**src/rtl/ariane_timer_sched_if.sv**
```systemverilog
// APB master bundle carrying the mtimecmp write from the scheduler to the timer.
interface ariane_timer_sched_if #(
   parameter int unsigned ADDR_W = 12
);
   logic [ADDR_W-1:0] PADDR;
   logic [63:0]       PWDATA;
   logic              PWRITE;
   logic              PSEL;
   logic              PENABLE;
   logic              PREADY;
   logic              PSLVERR;

   modport master (
      output PADDR, PWDATA, PWRITE, PSEL, PENABLE,
      input  PREADY, PSLVERR
   );

   modport slave (
      input  PADDR, PWDATA, PWRITE, PSEL, PENABLE,
      output PREADY, PSLVERR
   );
endinterface

```
**src/rtl/ariane_timer_sched.sv**
```systemverilog
// Virtual timer scheduler: multiplexes NR_TIMERS software deadlines onto a
// single hardware mtimecmp, rewritten over APB with the earliest armed deadline.
// Optional: ARIANE_TIMER_SCHED_SKIP_REDUNDANT_EN suppresses writes whose value
// matches the last successfully programmed one.
module ariane_timer_sched #(
   parameter int unsigned               NR_TIMERS      = 4,
   parameter int unsigned               APB_ADDR_WIDTH = 12,
   parameter logic [APB_ADDR_WIDTH-1:0] CMP_ADDR       = 12'h400
) (
   input  logic                         HCLK,
   input  logic                         HRESET,
   input  logic [63:0]                  time_i,
   input  logic                         set_valid_i,
   input  logic [$clog2(NR_TIMERS)-1:0] set_id_i,
   input  logic [63:0]                  set_deadline_i,
   input  logic                         cancel_valid_i,
   input  logic [$clog2(NR_TIMERS)-1:0] cancel_id_i,
   output logic [NR_TIMERS-1:0]         expired_o,
   output logic [NR_TIMERS-1:0]         armed_o,
   output logic                         err_o,
   output logic                         busy_o,
   ariane_timer_sched_if.master         apb
);

   localparam int unsigned ID_W    = $clog2(NR_TIMERS);
   localparam logic [63:0] MAX_DL  = 64'hFFFF_FFFF_FFFF_FFFF;

   typedef enum logic [1:0] {
      IDLE      = 2'd0,
      SCAN      = 2'd1,
      WR_SETUP  = 2'd2,
      WR_ACCESS = 2'd3
   } state_t;

   state_t r_state;
   state_t w_state_next;

   logic [NR_TIMERS-1:0]      r_armed;
   logic [NR_TIMERS-1:0]      r_expired;
   logic [63:0]               r_deadline [NR_TIMERS];
   logic                      r_dirty;
   logic [ID_W-1:0]           r_idx;
   logic [63:0]               r_min;
   logic                      r_err;
   logic                      r_busy;
   logic                      r_psel;
   logic                      r_penable;
   logic                      r_pwrite;
   logic [APB_ADDR_WIDTH-1:0] r_paddr;
   logic [63:0]               r_pwdata;

   logic [NR_TIMERS-1:0]      w_set_hit;
   logic [NR_TIMERS-1:0]      w_cancel_hit;
   logic [NR_TIMERS-1:0]      w_exp_hit;
   logic                      w_event;
   logic                      w_enter_scan;
   logic                      w_scan_last;
   logic                      w_wr_done;
   logic [63:0]               w_min_next;

`ifdef ARIANE_TIMER_SCHED_SKIP_REDUNDANT_EN
   logic [63:0]               r_programmed;
`endif

   // Per-timer decode of set/cancel strobes and expiry condition.
   always_comb begin
      w_set_hit    = '0;
      w_cancel_hit = '0;
      w_exp_hit    = '0;
      for (int i = 0; i < NR_TIMERS; i++) begin
         w_set_hit[i]    = set_valid_i && (set_id_i == ID_W'(i));
         w_cancel_hit[i] = cancel_valid_i && (cancel_id_i == ID_W'(i));
         w_exp_hit[i]    = r_armed[i] && (time_i >= r_deadline[i]);
      end
   end

   assign w_event      = (|w_set_hit) || (|w_cancel_hit) || (|w_exp_hit);
   assign w_enter_scan = (r_state == IDLE) && r_dirty;
   assign w_scan_last  = (r_idx == ID_W'(NR_TIMERS - 1));
   assign w_wr_done    = (r_state == WR_ACCESS) && apb.PREADY;

   // Running minimum including the timer visited this cycle; strict compare keeps the lowest index on ties.
   always_comb begin
      w_min_next = r_min;
      if (r_armed[r_idx] && (r_deadline[r_idx] < r_min)) begin
         w_min_next = r_deadline[r_idx];
      end
   end

   // Timer array: set beats cancel beats expiry on the same index.
   always_ff @(posedge HCLK) begin
      if (HRESET) begin
         r_armed   <= '0;
         r_expired <= '0;
         for (int i = 0; i < NR_TIMERS; i++) begin
            r_deadline[i] <= '0;
         end
      end else begin
         for (int i = 0; i < NR_TIMERS; i++) begin
            r_expired[i] <= 1'b0;
            if (w_set_hit[i]) begin
               r_armed[i]    <= 1'b1;
               r_deadline[i] <= set_deadline_i;
            end else if (w_cancel_hit[i]) begin
               r_armed[i] <= 1'b0;
            end else if (w_exp_hit[i]) begin
               r_armed[i]   <= 1'b0;
               r_expired[i] <= 1'b1;
            end
         end
      end
   end

   // FSM state register.
   always_ff @(posedge HCLK) begin
      if (HRESET) begin
         r_state <= IDLE;
      end else begin
         r_state <= w_state_next;
      end
   end

   // FSM next-state logic.
   always_comb begin
      w_state_next = r_state;
      case (r_state)
         IDLE: begin
            if (r_dirty) begin
               w_state_next = SCAN;
            end
         end
         SCAN: begin
            if (w_scan_last) begin
`ifdef ARIANE_TIMER_SCHED_SKIP_REDUNDANT_EN
               if ((w_min_next == r_programmed) && !r_err) begin
                  w_state_next = IDLE;
               end else begin
                  w_state_next = WR_SETUP;
               end
`else
               w_state_next = WR_SETUP;
`endif
            end
         end
         WR_SETUP: begin
            w_state_next = WR_ACCESS;
         end
         WR_ACCESS: begin
            if (apb.PREADY) begin
               w_state_next = IDLE;
            end
         end
         default: begin
            w_state_next = IDLE;
         end
      endcase
   end

   // Rescan request: new events and failed writes win over the clear on scan entry.
   always_ff @(posedge HCLK) begin
      if (HRESET) begin
         r_dirty <= 1'b1;
      end else if (w_event || (w_wr_done && apb.PSLVERR)) begin
         r_dirty <= 1'b1;
      end else if (w_enter_scan) begin
         r_dirty <= 1'b0;
      end
   end

   // Scan index and minimum accumulator.
   always_ff @(posedge HCLK) begin
      if (HRESET) begin
         r_idx <= '0;
         r_min <= MAX_DL;
      end else if (w_enter_scan) begin
         r_idx <= '0;
         r_min <= MAX_DL;
      end else if (r_state == SCAN) begin
         r_idx <= r_idx + ID_W'(1);
         r_min <= w_min_next;
      end
   end

   // Sticky slave-error flag.
   always_ff @(posedge HCLK) begin
      if (HRESET) begin
         r_err <= 1'b0;
      end else if (w_wr_done && apb.PSLVERR) begin
         r_err <= 1'b1;
      end
   end

`ifdef ARIANE_TIMER_SCHED_SKIP_REDUNDANT_EN
   // Last value accepted by the timer, used to skip redundant writes.
   always_ff @(posedge HCLK) begin
      if (HRESET) begin
         r_programmed <= '0;
      end else if (w_wr_done && !apb.PSLVERR) begin
         r_programmed <= r_min;
      end
   end
`endif

   // Registered APB request and busy flag, derived from the upcoming state.
   always_ff @(posedge HCLK) begin
      if (HRESET) begin
         r_psel    <= 1'b0;
         r_penable <= 1'b0;
         r_pwrite  <= 1'b0;
         r_paddr   <= '0;
         r_pwdata  <= '0;
         r_busy    <= 1'b0;
      end else begin
         r_busy <= (w_state_next != IDLE);
         case (w_state_next)
            WR_SETUP: begin
               r_psel    <= 1'b1;
               r_penable <= 1'b0;
               r_pwrite  <= 1'b1;
               r_paddr   <= CMP_ADDR;
               r_pwdata  <= w_min_next;
            end
            WR_ACCESS: begin
               r_psel    <= 1'b1;
               r_penable <= 1'b1;
               r_pwrite  <= 1'b1;
               r_paddr   <= CMP_ADDR;
               r_pwdata  <= r_pwdata;
            end
            default: begin
               r_psel    <= 1'b0;
               r_penable <= 1'b0;
               r_pwrite  <= 1'b0;
               r_paddr   <= '0;
               r_pwdata  <= '0;
            end
         endcase
      end
   end

   assign apb.PSEL    = r_psel;
   assign apb.PENABLE = r_penable;
   assign apb.PWRITE  = r_pwrite;
   assign apb.PADDR   = r_paddr;
   assign apb.PWDATA  = r_pwdata;

   assign expired_o = r_expired;
   assign armed_o   = r_armed;
   assign err_o     = r_err;
   assign busy_o    = r_busy;

endmodule

```
**src/flat_wrapper.sv**
```systemverilog
// flat-port wrapper written by rule: the top's interface ports become plain ports
module ariane_timer_sched_flat 
#(
   parameter int unsigned               NR_TIMERS      = 4,
   parameter int unsigned               APB_ADDR_WIDTH = 12,
   parameter logic [APB_ADDR_WIDTH-1:0] CMP_ADDR       = 12'h400
)
  (HCLK, HRESET, time_i, set_valid_i, set_id_i, set_deadline_i, cancel_valid_i, cancel_id_i, expired_o, armed_o, err_o, busy_o, apb_PADDR, apb_PWDATA, apb_PWRITE, apb_PSEL, apb_PENABLE, apb_PREADY, apb_PSLVERR);
  ariane_timer_sched_if #(.ADDR_W(12)) apb_i ();
  input  logic HCLK;
  input  logic HRESET;
  input  logic [63:0] time_i;
  input  logic set_valid_i;
  input  logic [$clog2(NR_TIMERS)-1:0] set_id_i;
  input  logic [63:0] set_deadline_i;
  input  logic cancel_valid_i;
  input  logic [$clog2(NR_TIMERS)-1:0] cancel_id_i;
  output logic [NR_TIMERS-1:0] expired_o;
  output logic [NR_TIMERS-1:0] armed_o;
  output logic err_o;
  output logic busy_o;
  output wire logic [$bits(apb_i.PADDR)-1:0] apb_PADDR;
  output wire logic [$bits(apb_i.PWDATA)-1:0] apb_PWDATA;
  output wire logic [$bits(apb_i.PWRITE)-1:0] apb_PWRITE;
  output wire logic [$bits(apb_i.PSEL)-1:0] apb_PSEL;
  output wire logic [$bits(apb_i.PENABLE)-1:0] apb_PENABLE;
  input wire logic [$bits(apb_i.PREADY)-1:0] apb_PREADY;
  input wire logic [$bits(apb_i.PSLVERR)-1:0] apb_PSLVERR;
  assign apb_PADDR = apb_i.PADDR;
  assign apb_PWDATA = apb_i.PWDATA;
  assign apb_PWRITE = apb_i.PWRITE;
  assign apb_PSEL = apb_i.PSEL;
  assign apb_PENABLE = apb_i.PENABLE;
  assign apb_i.PREADY = apb_PREADY;
  assign apb_i.PSLVERR = apb_PSLVERR;
  ariane_timer_sched #(.NR_TIMERS(NR_TIMERS), .APB_ADDR_WIDTH(APB_ADDR_WIDTH), .CMP_ADDR(CMP_ADDR)) u_core (.HCLK(HCLK), .HRESET(HRESET), .time_i(time_i), .set_valid_i(set_valid_i), .set_id_i(set_id_i), .set_deadline_i(set_deadline_i), .cancel_valid_i(cancel_valid_i), .cancel_id_i(cancel_id_i), .expired_o(expired_o), .armed_o(armed_o), .err_o(err_o), .busy_o(busy_o), .apb(apb_i));
endmodule
```
**config.mk**
```make
export PLATFORM = sky130hd
export DESIGN_NAME = ariane_timer_sched_flat
export DESIGN_NICKNAME = d
export VERILOG_FILES = /design/src/rtl/ariane_timer_sched_if.sv /design/src/rtl/ariane_timer_sched.sv /design/src/flat_wrapper.sv
export SDC_FILE = /design/constraint.sdc
export NUM_CORES = 1
export LEC_CHECK = 0
export CAP_MARGIN = 20
export CORE_UTILIZATION = 40
export DETAILED_ROUTE_END_ITERATION = 10
export DONT_BUFFER_PORTS = 1
export PLACE_DENSITY = 0.65
export SYNTH_ARGS = -nofsm -noshare
export SYNTH_HDL_FRONTEND = slang
export SYNTH_SLANG_ARGS = --single-unit
```
**constraint.sdc**
```tcl
create_clock -name HCLK -period 8.9 [get_ports HCLK]
set_input_delay 1.78 -clock HCLK [delete_from_list [all_inputs] [get_ports HCLK]]
set_output_delay 1.78 -clock HCLK [all_outputs]
set_load 0.1 [all_outputs]
```
After elaboration in Yosys (flattened, before gate mapping)
Memory sizes are Yosys's and may differ from the RTL's. A register that Yosys moved wholly into a read port is not among the register bits.
Index checks and enable logic that the tools add are counted.
{"block": "totals", "mem_bits_rw": 256, "register_bits": 157, "word_cells": 126, "in_bits": 138, "out_inout_bits": 89, "mem_count": 1}
{"memory": "u_core.r_deadline", "depth": 4, "word_bits": 64, "rd": 5, "rd_ports_with_merged_regs": 1, "wr": 4, "line_no": "ariane_timer_sched.sv:40", "rtl": "logic [63:0] r_deadline [NR_TIMERS];"}
{"block": "op_classes", "n_lt_le_gt_ge": 6, "eq_ne": 12, "addsub": 1, "n_reduce_logical": 37, "mux": 47, "n_bitwise": 4}
{"operator": "$mux W64", "count": 5}
{"operator": "$ge A64 B64 Y1", "count": 4}
{"operator": "$pmux W64 S2", "count": 1}
{"operator": "$lt A64 B64 Y1", "count": 1}
{"operator": "$mux W1", "count": 33}
{"operator": "$eq A2 B2 Y1 const B", "count": 9}
{"operator": "$logic_and A1 B1 Y1", "count": 16}
{"operator": "$reduce_bool A3 Y1", "count": 4}
{"operator": "$reduce_or A3 Y1", "count": 4}
{"operator": "$reduce_or A4 Y1", "count": 3}
{"operator": "$mux W11", "count": 1}
{"operator": "$mux W2", "count": 5}
{"operator": "$pmux W2 S4", "count": 1}
{"operator": "$eq A2 B1 Y1 const B", "count": 3}
{"operator": "$logic_not A2 Y1", "count": 3}
{"operator": "$reduce_or A2 Y1", "count": 3}
{"operator": "$or A1 B1 Y1", "count": 4}
{"operator": "$logic_or A1 B1 Y1", "count": 3}
{"operator": "$lt A2 B3 Y1 const B", "count": 1}
{"operator": "$add A2 B1 Y2 const B", "count": 1}
{"operator": "$bmux W1 S2", "count": 1}
{"operator": "$reduce_bool A2 Y1", "count": 1}

Longest topological paths before layout
{"block": "logic_depth", "word_depth": 7, "mapped_depth": 14, "ltp_nobuf": 10}

Least setup slack after synthesis
Ideal clock, no wire load.
{"block": "synth_path", "path_type": "input -> register", "from": "input port set_valid_i", "to": "register u_core.r_expired[2] (netlist: u_core.expired_o[2])", "required_time_ns": 8.532, "arrival_time_ns": 6.618, "path_buffers": 0, "setup_time_ns": 0.368, "path_stages": 3, "path_slack_ns": 1.915, "path_cell_list": "nand2_1 o21ai_0 nor4_1"}
{"block": "synth_via", "elab_chain_cells": 2}
{"element": "from (decl)", "line_no": "flat_wrapper.sv:13", "rtl": "input logic set_valid_i;"}
{"element": "$logic_and A1 B1 Y1", "line_no": "ariane_timer_sched.sv:71", "rtl": "w_set_hit[i] = set_valid_i && (set_id_i == ID_W'(i));"}
{"element": "$reduce_or A3 Y1 (no source line)"}
{"element": "to (signal assigned)", "line_no": "ariane_timer_sched.sv:94", "rtl": "r_expired <= '0;"}
{"element": "to (signal, indexed assignment)", "line_no": "ariane_timer_sched.sv:100", "rtl": "r_expired[i] <= 1'b0;"}
{"element": "to (signal, indexed assignment)", "line_no": "ariane_timer_sched.sv:108", "rtl": "r_expired[i] <= 1'b1;"}
{"element": "to (decl)", "line_no": "ariane_timer_sched.sv:39", "rtl": "logic [NR_TIMERS-1:0] r_expired;"}
No other way between the ends.
A chain may end at the register's enable or synchronous reset.

==> results.toml <==
[detailed_routing]
dr.first_iter.drc_count = 1232
vias = 17400
via_per_inst = 5.70
drc = 0
final_antenna_net_count = 0
finalWirelength_um = 72800
first_pass_iters = 5
avgRoutedWirePerCell_um = 23.8

[yosys]
synth_top_family_by_area = "adder cells"
synth-simple-area-share_pct = 12.9
avgSynthCellArea_um2 = 10.7
ys_seq_area_share_pct = 43.8
synth_xor_area_share_pct = 0
synth_compound_area_share_pct = 11.0
synth_area_um2 = 24300
yosys_warnings = 0
ys_ff_latch = 403
synth_ff_type = "edfxtp_1"
syn_inst = 2263
synth_cell_type_count = 60
synth_async_sr_flop_share_pct = 0
synth_mux_area_share_pct = 8.72
synth-adder-area-share_pct = 16.5
synth-edff-count = 256

[layout]
num_antenna_cells = 0
final_util_pct = 44.6
areaGrowthSynthToFinish_pct = 9.34
fill_cells = 5520
drive_gt1_share_pct = 7.89
register_area_um2 = 10600
postLayoutCellArea_um2 = 26500
multi_input_area_um2 = 12000
final_nets = 2703

[cts]
cts_buffer_depth = 3
cts_tree = "built"
path_clk_slew_ns = 0.06
post_cts.repair.setup_buffers = 0
clock_sinks = 403
cts.repair.resized = 0
clk_latency_ns = 0.60
htreeDepth = 2
cts-hold-fix-buffers = 0
root_buffer = "clkbuf_16"
cts_buffers = 46

[grt]
grt_pass1_vias = 17500
grt.overflow.total = 0
antenna_found_initial = 0
grt_usage_pct = 23.7
grt_first_pass_wirelength_um = 109000
grt_max_degree = 69

[worst_setup_path]
critPathLaunchType = "register"
cp.buffers_inverters = 1
end_kind = "register"
cp_max_fo = 38
path_class = "reg -> reg"
crit_slowest_cell = "dfxtp_2"
crit_chain = "mux4_2, ha_1, a21oi_1, o21ai_0, a2111oi_0, o311ai_0, a211oi_1, nand2_4, a31oi_4, buf_4, o22a_1"
max_stage_delay_ns = 0.92
ff2ff_setup_slack_ns = 2.84
cp_top_family = "compound AO/OA/AOI/OAI gates"
crit_required_ns = 9.44
reg2reg_to = "u_core.r_min[36]"
reg2reg_depth = 11
cp.arrival_ns = 6.60

[sta]
finalHoldViolCount = 0
clock_skew_ns = 0.0206
worst_pin_slew_ns = 1.16
rsz0062_at_grt = "false"
timing.fmax_mhz = 165
setup_viol = 0
slew_headroom_pct = 22.5
period_minus_slack_ns = 6.06
setup_tns_ns = 0
slew_viol_final = 0
finalCritPeriodShare_pct = 68.1

[outcome]
status = "complete, no violations"

[power]
power_frac_comb_pct = 15.0
leakagePower_uw = 0.0122
p_per_area_nw_per_um2 = 181
switching_power_uw = 1350
power_uw = 4810
internal_power_uw = 3450
peakVddDrop_mv = 0.126
pwr-share-clk_pct = 39.4
pwr-share-seq_pct = 45.6
sw_frac_of_total_pct = 28.1

[run]
cap_violations = 0

[die]
initial_core_util_pct = 40.8
core_um2 = 59500
die_w_um = 248
fp.dieArea_um2 = 61600
io-pin-count = 227
rows = 89
die_y_um = 248

[place]
place_hpwl_um = 51400
placed_area_um2 = 25000
io_buffers = 0
place_congestion = 0.933

[worst_hold_path]
hold_class = "reg -> reg"
min_delay_path_depth = 1
hold_path_end = "u_core.r_min[1]"
holdCritStartpoint = "u_core.r_min[1]"
sequential cells by signal, summed over array words and instances (netlist names), named ones only:
signal,flops
u_core.r_dirty,1
u_core.apb.PSEL,1
u_core.r_min,64
u_core.apb.PWDATA,64
u_core.r_state,2
u_core.expired_o,4
u_core.busy_o,1
u_core.r_idx,2
u_core.err_o,1
u_core.r_deadline,256
u_core.apb.PENABLE,1
u_core.armed_o,4
routing by layer:
| metal | share of wire, % | wire, um | track usage (%) |
|---|---|---|---|
| met3 | 8.9 | 6460 | 6.28 |
| met4 | 3.1 | 2270 | 7.64 |
| met1 | 42 | 30800 | 30.8 |
| met2 | 46 | 33300 | 38.2 |
| met5 | 0 | 0 | 0 |
cell usage in the layout, fill, tap and decap left out, types with 5 or more instances in the layout:
cell type,netlist,routed
o22a_1,65,65
conb_1,1,11
nor2b_1,6,5
ha_1,320,320
o2111ai_1,5,5
a211oi_1,26,26
o21ai_0,123,122
inv_1,328,328
and2_1,193,193
clkinv_2,0,10
nand3_1,27,26
dfxtp_1,147,144
nor4_1,9,9
nand4_1,55,55
mux4_2,65,65
clkinvlp_4,0,5
nand2_1,129,125
mux2i_1,64,64
buf_4,13,17
nor3_1,17,17
o211ai_1,14,14
a221oi_1,6,6
nand2b_1,6,6
a21o_1,21,21
a21oi_1,94,94
clkinv_1,0,5
nor2_1,51,48
and3_1,68,67
clkbuf_8,0,5
clkbuf_16,0,47
edfxtp_1,256,256
o21a_1,11,11
clkbuf_1,62,8
a2111oi_0,14,14
power groups by stage:
stage	Clock, uW	Sequential (uW)	Combinational (uW)
6_report	1890	2190	719
5_1_grt	1990	2200	798
4_1_cts	1920	2190	716
3_5_place_dp	0	2230	711
3_3_place_gp	0	2230	694
2_1_floorplan	0	2190	527
metrics by stage:
step / setup slack, ns / std cells / hold slack [ns]
5_1_grt: 2.49 / 3055 / 0.520
4_1_cts: 2.81 / 3052 / 0.507
6_report: 2.84 / 3055 / 0.507
3_5_place_dp: 2.79 / 2967 / 0.493
3_3_place_gp: 2.99 / 2967 / 0.488
2_1_floorplan: 1.91 / 2273 / 0.471
cell families after synthesis:
family / count (synthesis)
buffers and inverters: 425
muxes: 130
AOI/OAI and AO/OA: 407
DFF: 403
and+or+nand+nor: 577
other: 1
adders and majority gates: 320
area by class of cell:
cell class,instances,area share (%)
clock inverters,26,0.783
repair buffers,20,0.627
inverters,329,4.66
well taps,773,3.65
clock buffers,59,4.79
flip-flops and latches,403,40.1
multi-input cells,1445,45.4
synthesized netlist by cell type, types with 7 or more instances:
cell       number  area (um^2)
o21a_1         11         82.6
ha_1          320         4000
edfxtp_1      256         7690
o22a_1         65          569
nor4_1          9         56.3
o211ai_1       14          105
mux2i_1        64          641
buf_2           8         40.0
a21o_1         21          158
nor3_1         17         85.1
a2111oi_0      14          123
buf_4          13         97.6
inv_1         328         1230
o21ai_0       123          616
a21oi_1        94          470
nand3_1        27          135
buf_1           7         26.3
nand4_1        55          344
clkbuf_1       62          233
a211oi_1       26          195
and2_1        193         1210
mux4_2         65         1460
dfxtp_1       147         2940
and3_1         68          425
nor2_1         51          191
nand2_1       129          484
how the worst max path moves through the flow:
stage / start / end / slack, ns / cells past startpoint
2_1_floorplan: set_valid_i / u_core.expired_o[2] / 1.91 / 3
3_3_place_gp: register / u_core.r_min[17] / 2.99 / 12
3_5_place_dp: register / u_core.r_min[18] / 2.79 / 12
4_1_cts: register / u_core.r_min[9] / 2.81 / 12
5_1_grt: register / u_core.r_min[13] / 2.49 / 12
6_report: register / u_core.r_min[36] / 2.84 / 11
Power figures use the tool's default switching activity.
